File: src/rtl/vx_lane_serializer_pkg.sv
// ---------------------------------------------------------------------------
// vx_lane_ser_pkg
// Shared types and helpers for the lane serializer:
//   ser_state_e  - serializer state (IDLE / BUSY)
//   lane_bits()  - width of a lane index for n lanes (never below 1)
//   onehot2idx() - encodes a one-hot lane vector into its index without a
//                  priority chain (ORs the indices of all set bits)
// ---------------------------------------------------------------------------
package vx_lane_ser_pkg;

  // Widest lane vector the one-hot encoder accepts.
  localparam int MAX_LANES = 64;

  typedef enum logic {
    IDLE = 1'b0,
    BUSY = 1'b1
  } ser_state_e;

  function automatic int lane_bits(input int n);
    int result;
    if (n <= 1) begin
      result = 1;
    end else begin
      result = $clog2(n);
    end
    return result;
  endfunction

  // Valid only for a one-hot (or all-zero) input; zero maps to index 0.
  function automatic logic [31:0] onehot2idx(input logic [MAX_LANES-1:0] onehot);
    logic [31:0] idx;
    idx = 32'd0;
    for (int i = 0; i < MAX_LANES; i++) begin
      if (onehot[i]) begin
        idx = idx | 32'(i);
      end else begin
        idx = idx;
      end
    end
    return idx;
  endfunction

endpackage

File: src/rtl/vx_lane_serializer_find_first.sv
// ---------------------------------------------------------------------------
// vx_lane_find_first
// Combinational next-lane finder. An inclusive OR prefix scan of the mask in
// the priority direction is ANDed with its own complement shifted by one lane,
// leaving only the first set lane.
// Ports:
//   mask     in   NUM_LANES  remaining active lanes
//   onehot   out  NUM_LANES  first active lane, one-hot (zero if mask is zero)
//   index    out  LANE_BITS  encoded index of onehot
//   is_last  out  1          mask holds exactly one active lane
// ---------------------------------------------------------------------------
module vx_lane_find_first
  import vx_lane_ser_pkg::*;
#(
  parameter int NUM_LANES = 4,
  parameter bit REVERSE   = 1'b0,
  parameter int LANE_BITS = lane_bits(NUM_LANES)
) (
  input  logic [NUM_LANES-1:0] mask,
  output logic [NUM_LANES-1:0] onehot,
  output logic [LANE_BITS-1:0] index,
  output logic                 is_last
);

  logic [NUM_LANES-1:0] scan_s;
  logic [NUM_LANES-1:0] scan_prev_s;

  // Inclusive OR scan toward the low-priority end; scan_prev_s is the scan
  // shifted one lane so that only the first set lane survives the AND-NOT.
  always_comb begin
    scan_s      = '0;
    scan_prev_s = '0;
    if (REVERSE) begin
      scan_s[NUM_LANES-1] = mask[NUM_LANES-1];
      for (int i = NUM_LANES - 2; i >= 0; i--) begin
        scan_s[i] = scan_s[i+1] | mask[i];
      end
      scan_prev_s = scan_s >> 1;
    end else begin
      scan_s[0] = mask[0];
      for (int i = 1; i < NUM_LANES; i++) begin
        scan_s[i] = scan_s[i-1] | mask[i];
      end
      scan_prev_s = scan_s << 1;
    end
  end

  assign onehot  = scan_s & ~scan_prev_s;
  assign index   = LANE_BITS'(onehot2idx(MAX_LANES'(onehot)));
  // An empty mask is not "last": nothing is being emitted.
  assign is_last = (|onehot) & ~(|(mask & ~onehot));

endmodule

File: src/rtl/vx_lane_serializer.sv
// ---------------------------------------------------------------------------
// vx_lane_serializer
// Converts one N-lane SIMD beat (mask + per-lane data) into a stream of
// single-lane beats, one active lane per cycle, in priority order
// (REVERSE=0: lowest lane first, REVERSE=1: highest lane first).
// Ports:
//   clk, reset_n      clock, asynchronous active-low reset
//   valid_in          input beat valid
//   mask_in           active-lane mask
//   data_in           lane data, lane i at [i*DATA_WIDTH +: DATA_WIDTH]
//   ready_in          input accepted when valid_in & ready_in
//   valid_out         output beat valid
//   data_out          selected lane data
//   lane_out          selected lane index
//   last_out          final active lane of the current input beat
//   ready_out         downstream ready
//   perf_stalls_out   (only with VX_LANE_SERIALIZER_PERF_EN) saturating
//                     count of cycles with valid_out & ~ready_out
// Optional feature macro: VX_LANE_SERIALIZER_PERF_EN
// ---------------------------------------------------------------------------
module vx_lane_serializer
  import vx_lane_ser_pkg::*;
#(
  parameter int NUM_LANES  = 4,
  parameter int DATA_WIDTH = 32,
  parameter bit REVERSE    = 1'b0,
  parameter int LANE_BITS  = lane_bits(NUM_LANES)
) (
  input  logic                            clk,
  input  logic                            reset_n,
  input  logic                            valid_in,
  input  logic [NUM_LANES-1:0]            mask_in,
  input  logic [NUM_LANES*DATA_WIDTH-1:0] data_in,
  output logic                            ready_in,
  output logic                            valid_out,
  output logic [DATA_WIDTH-1:0]           data_out,
  output logic [LANE_BITS-1:0]            lane_out,
  output logic                            last_out,
  input  logic                            ready_out
`ifdef VX_LANE_SERIALIZER_PERF_EN
  ,
  output logic [31:0]                     perf_stalls_out
`endif
);

  ser_state_e                      state_r;
  logic [NUM_LANES-1:0]            rem_mask_r;
  logic [NUM_LANES*DATA_WIDTH-1:0] data_r;

  logic [NUM_LANES-1:0]  onehot_s;
  logic [LANE_BITS-1:0]  index_s;
  logic                  is_last_s;
  logic                  busy_s;
  logic                  accept_s;
  logic                  load_s;
  logic [DATA_WIDTH-1:0] data_sel_s;

  vx_lane_find_first #(
    .NUM_LANES (NUM_LANES),
    .REVERSE   (REVERSE),
    .LANE_BITS (LANE_BITS)
  ) u_find_first (
    .mask    (rem_mask_r),
    .onehot  (onehot_s),
    .index   (index_s),
    .is_last (is_last_s)
  );

  assign busy_s   = (state_r == BUSY);
  // Accepting on the last handshake lets the next beat follow with no bubble.
  assign ready_in = reset_n & (~busy_s | (is_last_s & ready_out));
  assign accept_s = valid_in & ready_in;
  // A zero-mask beat is consumed but never loaded.
  assign load_s   = accept_s & (|mask_in);

  // Serializer state machine: load a beat, then retire one lane per handshake.
  always_ff @(posedge clk or negedge reset_n) begin
    if (!reset_n) begin
      state_r    <= IDLE;
      rem_mask_r <= '0;
      data_r     <= '0;
    end else begin
      case (state_r)
        IDLE: begin
          if (load_s) begin
            state_r    <= BUSY;
            rem_mask_r <= mask_in;
            data_r     <= data_in;
          end else begin
            state_r    <= IDLE;
          end
        end
        BUSY: begin
          if (ready_out) begin
            if (is_last_s) begin
              if (load_s) begin
                state_r    <= BUSY;
                rem_mask_r <= mask_in;
                data_r     <= data_in;
              end else begin
                state_r    <= IDLE;
                rem_mask_r <= '0;
              end
            end else begin
              rem_mask_r <= rem_mask_r & ~onehot_s;
            end
          end else begin
            rem_mask_r <= rem_mask_r;
          end
        end
        default: begin
          state_r    <= IDLE;
          rem_mask_r <= '0;
        end
      endcase
    end
  end

  // One-hot data mux; an empty remaining mask yields zero data.
  always_comb begin
    data_sel_s = '0;
    for (int i = 0; i < NUM_LANES; i++) begin
      if (onehot_s[i]) begin
        data_sel_s = data_r[i*DATA_WIDTH +: DATA_WIDTH];
      end else begin
        data_sel_s = data_sel_s;
      end
    end
  end

  assign valid_out = busy_s;
  assign data_out  = data_sel_s;
  assign lane_out  = index_s;
  assign last_out  = is_last_s;

`ifdef VX_LANE_SERIALIZER_PERF_EN
  logic [31:0] perf_stalls_r;

  // Saturating count of cycles in which a valid output is held by backpressure.
  always_ff @(posedge clk or negedge reset_n) begin
    if (!reset_n) begin
      perf_stalls_r <= 32'd0;
    end else if (busy_s && !ready_out && (perf_stalls_r != 32'hFFFF_FFFF)) begin
      perf_stalls_r <= perf_stalls_r + 32'd1;
    end else begin
      perf_stalls_r <= perf_stalls_r;
    end
  end

  assign perf_stalls_out = perf_stalls_r;
`endif

endmodule

File: config.mk
export PLATFORM = sky130hd
export DESIGN_NAME = vx_lane_serializer
export DESIGN_NICKNAME = d
export VERILOG_FILES = /design/src/rtl/vx_lane_serializer_pkg.sv /design/src/rtl/vx_lane_serializer_find_first.sv /design/src/rtl/vx_lane_serializer.sv
export SDC_FILE = /design/constraint.sdc
export NUM_CORES = 1
export LEC_CHECK = 0
export BUFFER_PORTS_ARGS = -buffer_cell sky130_fd_sc_hd__buf_2
export CORE_UTILIZATION = 40
export DETAILED_ROUTE_END_ITERATION = 6
export GPL_ROUTABILITY_DRIVEN = 0
export SYNTH_ARGS = -nofsm -noshare
export SYNTH_HDL_FRONTEND = slang
export SYNTH_SLANG_ARGS = --single-unit
File: constraint.sdc
create_clock -name clk -period 2.43 [get_ports clk]
set_clock_uncertainty 0.2 [all_clocks]
set_input_delay 0.486 -clock clk [delete_from_list [all_inputs] [get_ports clk]]
set_output_delay 0.486 -clock clk [all_outputs]
set_load 0.02 [all_outputs]
==> results of run 1 <==
## synth_stat cells (4+ instances only)
cell type,count
dfrtp_1,133
mux2_4,100
nor2_1,33
a221o_1,32
a22oi_1,32
mux2_1,20
clkbuf_1,17
buf_12,11
mux2_2,8
nand2_1,6
buf_6,4
o22ai_1,4
## worst max-delay path by stage
stage / from / endpoint / slack, ns / cells past startpoint
floorplan: rem_mask_r[0]$_DFFE_PN0P_ / data_out[10] / 0.17 / 4
global placement: rem_mask_r[2]$_DFFE_PN0P_ / data_out[4] / -0.02 / 5
detailed placement: rem_mask_r[2]$_DFFE_PN0P_ / data_out[4] / -0.04 / 5
CTS: rem_mask_r[2]$_DFFE_PN0P_ / data_out[29] / -0.21 / 7
global route: rem_mask_r[0]$_DFFE_PN0P_ / data_out[29] / -0.29 / 7
finish: rem_mask_r[0]$_DFFE_PN0P_ / data_out[29] / -0.22 / 7
## cell families (layout without fill, tap and decap cells)
kind of cell | after synthesis | in the layout | share of synthesized area, %
multiplexers | 128 | 128 | 28.3
AO/OA/AOI/OAI | 78 | 78 | 10.6
buffers and inverters | 36 | 281 | 5.38
AND/OR/NAND/NOR | 50 | 51 | 3.70
flip-flops | 133 | 133 | 51.8
XOR/XNOR | 1 | 1 | 0.253
## power breakdown
group          total, W  leakage (nW)  switching, W  internal [W]
registers       0.00414          1.57      0.000774       0.00337
logic           0.00759          2.57       0.00312       0.00447
clock network   0.00236         0.268      0.000903       0.00146
total            0.0141          4.41       0.00480       0.00929
## sequential cells by signal (all words and copies together), names as in the netlist
signal	flops
data_r	128
rem_mask_r	4
valid_out	1
## per-layer routing
layer  vias up  global-route usage, %  share of wire, %
met5         -                      0                 0
met4         0                   6.23               1.1
met3        15                   6.86               6.4
met2       145                   32.4                48
met1      2297                   26.2                45
li1       2069                      -                 -
## through the flow
| step | setup WS (ns) | setup TNS (ns) | instances | total power [W] | cell area (um^2) |
|---|---|---|---|---|---|
| after global placement | -0.0159 | -0.0159 | 799 | 0.00932 | 7510 |
| final | -0.225 | -9.70 | 883 | 0.0141 | 9420 |
| after floorplan | 0.168 | 0 | 426 | 0.00803 | 6420 |
| after global routing | -0.288 | -18.12 | 883 | 0.0148 | 9420 |
| after CTS | -0.208 | -7.86 | 851 | 0.0134 | 8690 |
| after detailed placement | -0.0441 | -0.195 | 799 | 0.00945 | 7510 |
## timing repair
item                       4_1_cts  5_1_grt
buffers inserted                20       17
pin swaps                       19        8
gates cloned                     3       15
hold buffers                     0        0
setup endpoints to repair       34      138
resized for setup              106       53
## worst max-delay path, stage by stage, from the launching register on
cell and delay, ns:
dfrtp_2 0.43, buf_6 0.13, nor4b_4 0.25, buf_6 0.17
buf_12 0.11, buf_12 0.12, a221o_1 0.19, buf_6 0.13
## cell type report
cell class,count,share of cell area (%)
clock buffer,23,5.07
clock inverter,6,0.584
inverter,2,0.0797
multi-input combinational,258,32.3
sequential,133,35.4
tap,211,2.80
timing repair buffer,250,23.8
==> flow_metrics.env, run 1 <==
export IMPL_run_status="finished with violations"
export IMPL_failed_checks="hold timing, setup timing"
export IMPL_first_pass_iters=4
export IMPL_cap_viol_max_count=0
export IMPL_dp_hpwl_um=10100
export IMPL_power_density_nw_per_um2=1500
export IMPL_synth_area_leader_cell="dfrtp_1"
export IMPL_antenna_found_initial=2
export IMPL_leakagePower_nw=4.41
export IMPL_post_route_util_pct=61.1
export IMPL_row_count=45
export IMPL_dieArea_um2=16600
export IMPL_first_iter_violations=273
export IMPL_arrival_ns=1.97
export IMPL_route_detailed_drc=0
export IMPL_rr_worst_depth=10
export IMPL_rsz0062_at_grt="true"
export IMPL_fillers=1236
export IMPL_start_util_pct=41.6
export IMPL_cts_made_buffers=17
export IMPL_hold_violations=7
export IMPL_finalWorstSetupSlack_ns=-0.225
export IMPL_synth_cells=426
export IMPL_grt_max_degree=134
export IMPL_grt_usage_pct=20.3
export IMPL_grt_pass1_wl_um=25500
export IMPL_die_w_um=129
export IMPL_synth_nets=562
export IMPL_vias=4526
export IMPL_layout_nets=798
export IMPL_synth_area_um2=6420
export IMPL_clock_sinks=133
export IMPL_area_growth_pct=46.7
export IMPL_async_flop_share_pct=100
export IMPL_cts_root_buf="clkbuf_16"
export IMPL_path_clk_slew_ns=0.06
export IMPL_ys_ff_latch=133
export IMPL_numPortBuffers=172
export IMPL_worstSetupPathType="reg -> out"
export IMPL_hold_path_class="in -> async"
export IMPL_synth_top_area_share_pct=51.8
export IMPL_io_pins=173
export IMPL_timing_final_crit_share_pct=109
export IMPL_ant_nets=0
export IMPL_cp_required_ns=1.74
export IMPL_cts_tree="yes"
export IMPL_maxSlewHeadroom_pct=45.0
export IMPL_htree_num_levels=4
export IMPL_core_um2=15400
export IMPL_ir_worst_vdd_mv=0.882
export IMPL_worst_skew_pair_late_latency_ns=0.42
export IMPL_slew_violations=0
export IMPL_final_min_clock_period_ns=2.65
export IMPL_tightest_slew_ns=0.825
export IMPL_multi_input_area_um2=3050
export IMPL_clock_path_buffers=2
export IMPL_cp_end_kind="primary output"
export IMPL_layout_cells_most_common_list="buf_2, dfrtp_1, mux2_4"
export IMPL_synth_enable_flop_cells=0
export IMPL_reg2reg_to="data_r[18]$_DFFE_PN0P_"
export IMPL_yosys_warnings=0
export IMPL_layout_commonest_cell="buf_2"
export IMPL_holdWs_ns=-0.0193
export IMPL_fmaxAchievable_ghz=0.377
export IMPL_finalWirelength_um=17500
export IMPL_gr_total_overflow=0
export IMPL_antenna_cells=0
export IMPL_seq_area_um2=3330
export IMPL_cp_max_fo=8
export IMPL_vias_per_cell=5.13
export IMPL_ys_top_cells_by_area="dfrtp_1, mux2_4, a221o_1, a22oi_1, mux2_1"
export IMPL_r2r_start="rem_mask_r[0]$_DFFE_PN0P_"
export IMPL_drive_gt1_share_pct=66.2
export IMPL_first_global_vias=4810
export IMPL_dieHeight_um=129
export IMPL_worst_r2r_setup_slack_ns=-0.08
export IMPL_synth_distinct_cells=33
export IMPL_syn_avg_cell_area_um2=15.1
export IMPL_ys_seq_area_share_pct=51.8
export IMPL_worst_setup_path_start_kind="flop"
export IMPL_synthFlopType="dfrtp_1"
export IMPL_post_drt_wl_per_cell_um=19.9
export IMPL_setup_viol=117
(Power assumes the default switching activity.)
==> inputs of run 2 (changes only) <==
--- a/config.mk
+++ b/config.mk
@@ -9,6 +9,8 @@
 export CORE_UTILIZATION = 40
 export DETAILED_ROUTE_END_ITERATION = 6
 export GPL_ROUTABILITY_DRIVEN = 0
+export HOLD_SLACK_MARGIN = 0.03
 export SYNTH_ARGS = -nofsm -noshare
 export SYNTH_HDL_FRONTEND = slang
 export SYNTH_SLANG_ARGS = --single-unit
+export TNS_END_PERCENT = 5
==> run 2 against run 1 <==
The run ends with setup timing left. Cell count shrank 3.9%. Sequential share of layout area grew 3.0 points. Largest cell class unchanged. Hold slack improved by 0.085 ns. Register-to-register slack about the same. Utilization is 4.8 points lower. Count of clock-buffer cells in the layout unchanged. Die area unchanged. Flip-flop and latch count unchanged. First-iteration DRC count rose by 1.1%. Combinational power shrank 12%. Sequential power is essentially flat. Highest routed layer unchanged. Routed wire length fell by 9.6%.
==> flow_metrics.env, run 2 (synthesized netlist as in run 1, its figures left out) <==
export IMPL_slew_violations=0
export IMPL_ctsHoldBuffers=0
export IMPL_hold_path_class="in -> async"
export IMPL_grtUsageMet3_pct=6.86
export IMPL_cp_required_ns=1.74
export IMPL_start_util_pct=41.6
export IMPL_antenna_found_initial=2
export IMPL_timing_final_crit_share_pct=109
export IMPL_route_detailed_drc=0
export IMPL_numPortBuffers=172
export IMPL_gr_total_overflow=0
export IMPL_tightest_slew_ns=0.726
export IMPL_layout_commonest_cell="buf_2"
export IMPL_worst_setup_path_start_kind="flop"
export IMPL_cts_made_buffers=17
export IMPL_total_power_w=0.0132
export IMPL_run_status="finished with violations"
export IMPL_reg2reg_to="data_r[87]$_DFFE_PN0P_"
export IMPL_antenna_cells=0
export IMPL_grt_max_degree=134
export IMPL_maxSlewHeadroom_pct=51.6
export IMPL_finalWirelength_um=15900
export IMPL_io_pins=173
export IMPL_first_pass_iters=4
export IMPL_final_min_clock_period_ns=2.64
export IMPL_layout_nets=764
export IMPL_dieArea_um2=16600
export IMPL_core_um2=15400
export IMPL_cap_viol_max_count=0
export IMPL_rsz0062_at_grt="true"
export IMPL_cp_max_fo=8
export IMPL_cp_end_kind="primary output"
export IMPL_largest_reg_flops=128
export IMPL_cp_startpoint="rem_mask_r[3]$_DFFE_PN0P_"
export IMPL_rr_worst_depth=8
export IMPL_fin_area_um2=8680
export IMPL_clock_path_buffers=2
export IMPL_use_met2_pct=31.7
export IMPL_grt_busiest_layer="met2"
export IMPL_worst_skew_pair_late_latency_ns=0.42
export IMPL_vias_per_cell=5.14
export IMPL_grt_usage_pct=20.2
export IMPL_vias=4364
export IMPL_clock_sinks=133
export IMPL_post_drt_wl_per_cell_um=18.7
export IMPL_worst_r2r_setup_slack_ns=-0.07
export IMPL_grt_pass1_wl_um=25300
export IMPL_finalWorstSetupSlack_ns=-0.212
export IMPL_critical_path_endpoint="data_out[20]"
export IMPL_fmaxAchievable_ghz=0.379
export IMPL_post_dp_cell_area_um2=7510
export IMPL_grt_use_met1_pct=26.3
export IMPL_ant_nets=0
export IMPL_layout_cells_most_common_list="buf_2, dfrtp_1, mux2_4"
export IMPL_dieHeight_um=129
export IMPL_failed_checks="setup timing"
export IMPL_cts_tree="yes"
export IMPL_first_global_vias=4757
export IMPL_first_iter_violations=276
export IMPL_leakagePower_nw=4.05
export IMPL_path_clk_slew_ns=0.05
export IMPL_setup_viol=109
export IMPL_row_count=45
export IMPL_htree_num_levels=4
export IMPL_worstSetupPathType="reg -> out"
export IMPL_drive_gt1_share_pct=61.0
export IMPL_power_density_nw_per_um2=1520
export IMPL_hold_violations=0
export IMPL_arrival_ns=1.96
export IMPL_area_growth_pct=35.1
export IMPL_top_register="data_r"
export IMPL_die_w_um=129
export IMPL_dp_hpwl_um=10100
export IMPL_ir_worst_vdd_mv=0.835
export IMPL_r2r_start="rem_mask_r[0]$_DFFE_PN0P_"
export IMPL_cts_root_buf="clkbuf_16"
run 2: metrics by stage:
step	setup slack (ns)	instances	util, %	TNS, ns	hold slack, ns
after floorplan	0.168	426	-	0	-0.00959
after global placement	-0.0159	799	48.7	-0.0159	0.270
after detailed placement	-0.0441	799	48.7	-0.195	0.279
after CTS	-0.208	849	55.4	-8.07	0.0698
after global routing	-0.283	849	56.3	-15.94	0.0782
final	-0.212	849	56.3	-8.45	0.0660
run 2: how the worst min path moves through the flow:
stage	start	end	slack, ns
2_1_floorplan	reset_n	data_r[0]$_DFFE_PN0P_	-0.01
3_3_place_gp	data_r[78]$_DFFE_PN0P_	data_r[78]$_DFFE_PN0P_	0.27
3_5_place_dp	data_r[80]$_DFFE_PN0P_	data_r[80]$_DFFE_PN0P_	0.28
4_1_cts	data_in[89]	data_r[89]$_DFFE_PN0P_	0.07
5_1_grt	data_in[83]	data_r[83]$_DFFE_PN0P_	0.08
6_report	reset_n	valid_out$_DFF_PN0_	0.07
run 2: report_power, final:
part | internal (W) | leakage (nW) | switching (W)
clock | 0.00146 | 0.268 | 0.000895
sequential | 0.00337 | 1.57 | 0.000749
combinational | 0.00382 | 2.21 | 0.00289
run 2: worst max-delay path, cell delays in order (launching register included):
cell	delay, ns
dfrtp_2	0.50
nor4b_4	0.17
buf_6	0.13
buf_12	0.12
buf_12	0.13
a221o_1	0.33
buf_4	0.16
run 2: metal layers:
layer  up-vias  routed length, um  share of wire (%)
met5         -                  0                  0
met4         0                170                1.1
met3        13               1080                6.8
met2       146               7450                 47
met1      2211               7150                 45
li1       1994                  -                  -
run 2: timing repair:
action                     CTS  global route
setup buffers               18             0
resized for setup           73            29
pin swaps                   16             4
cloned                       3             0
setup endpoints to repair   34           137
run 2: cell type report:
| class | instances | area, um^2 |
|---|---|---|
| Fill cell | 1311 | 6750 |
| Sequential cell | 133 | 3330 |
| Multi-Input combinational cell | 258 | 2940 |
| Timing Repair Buffer | 216 | 1600 |
| Clock buffer | 23 | 478 |
| Tap cell | 211 | 264 |
| Clock inverter | 6 | 55.1 |
| Inverter | 2 | 7.51 |
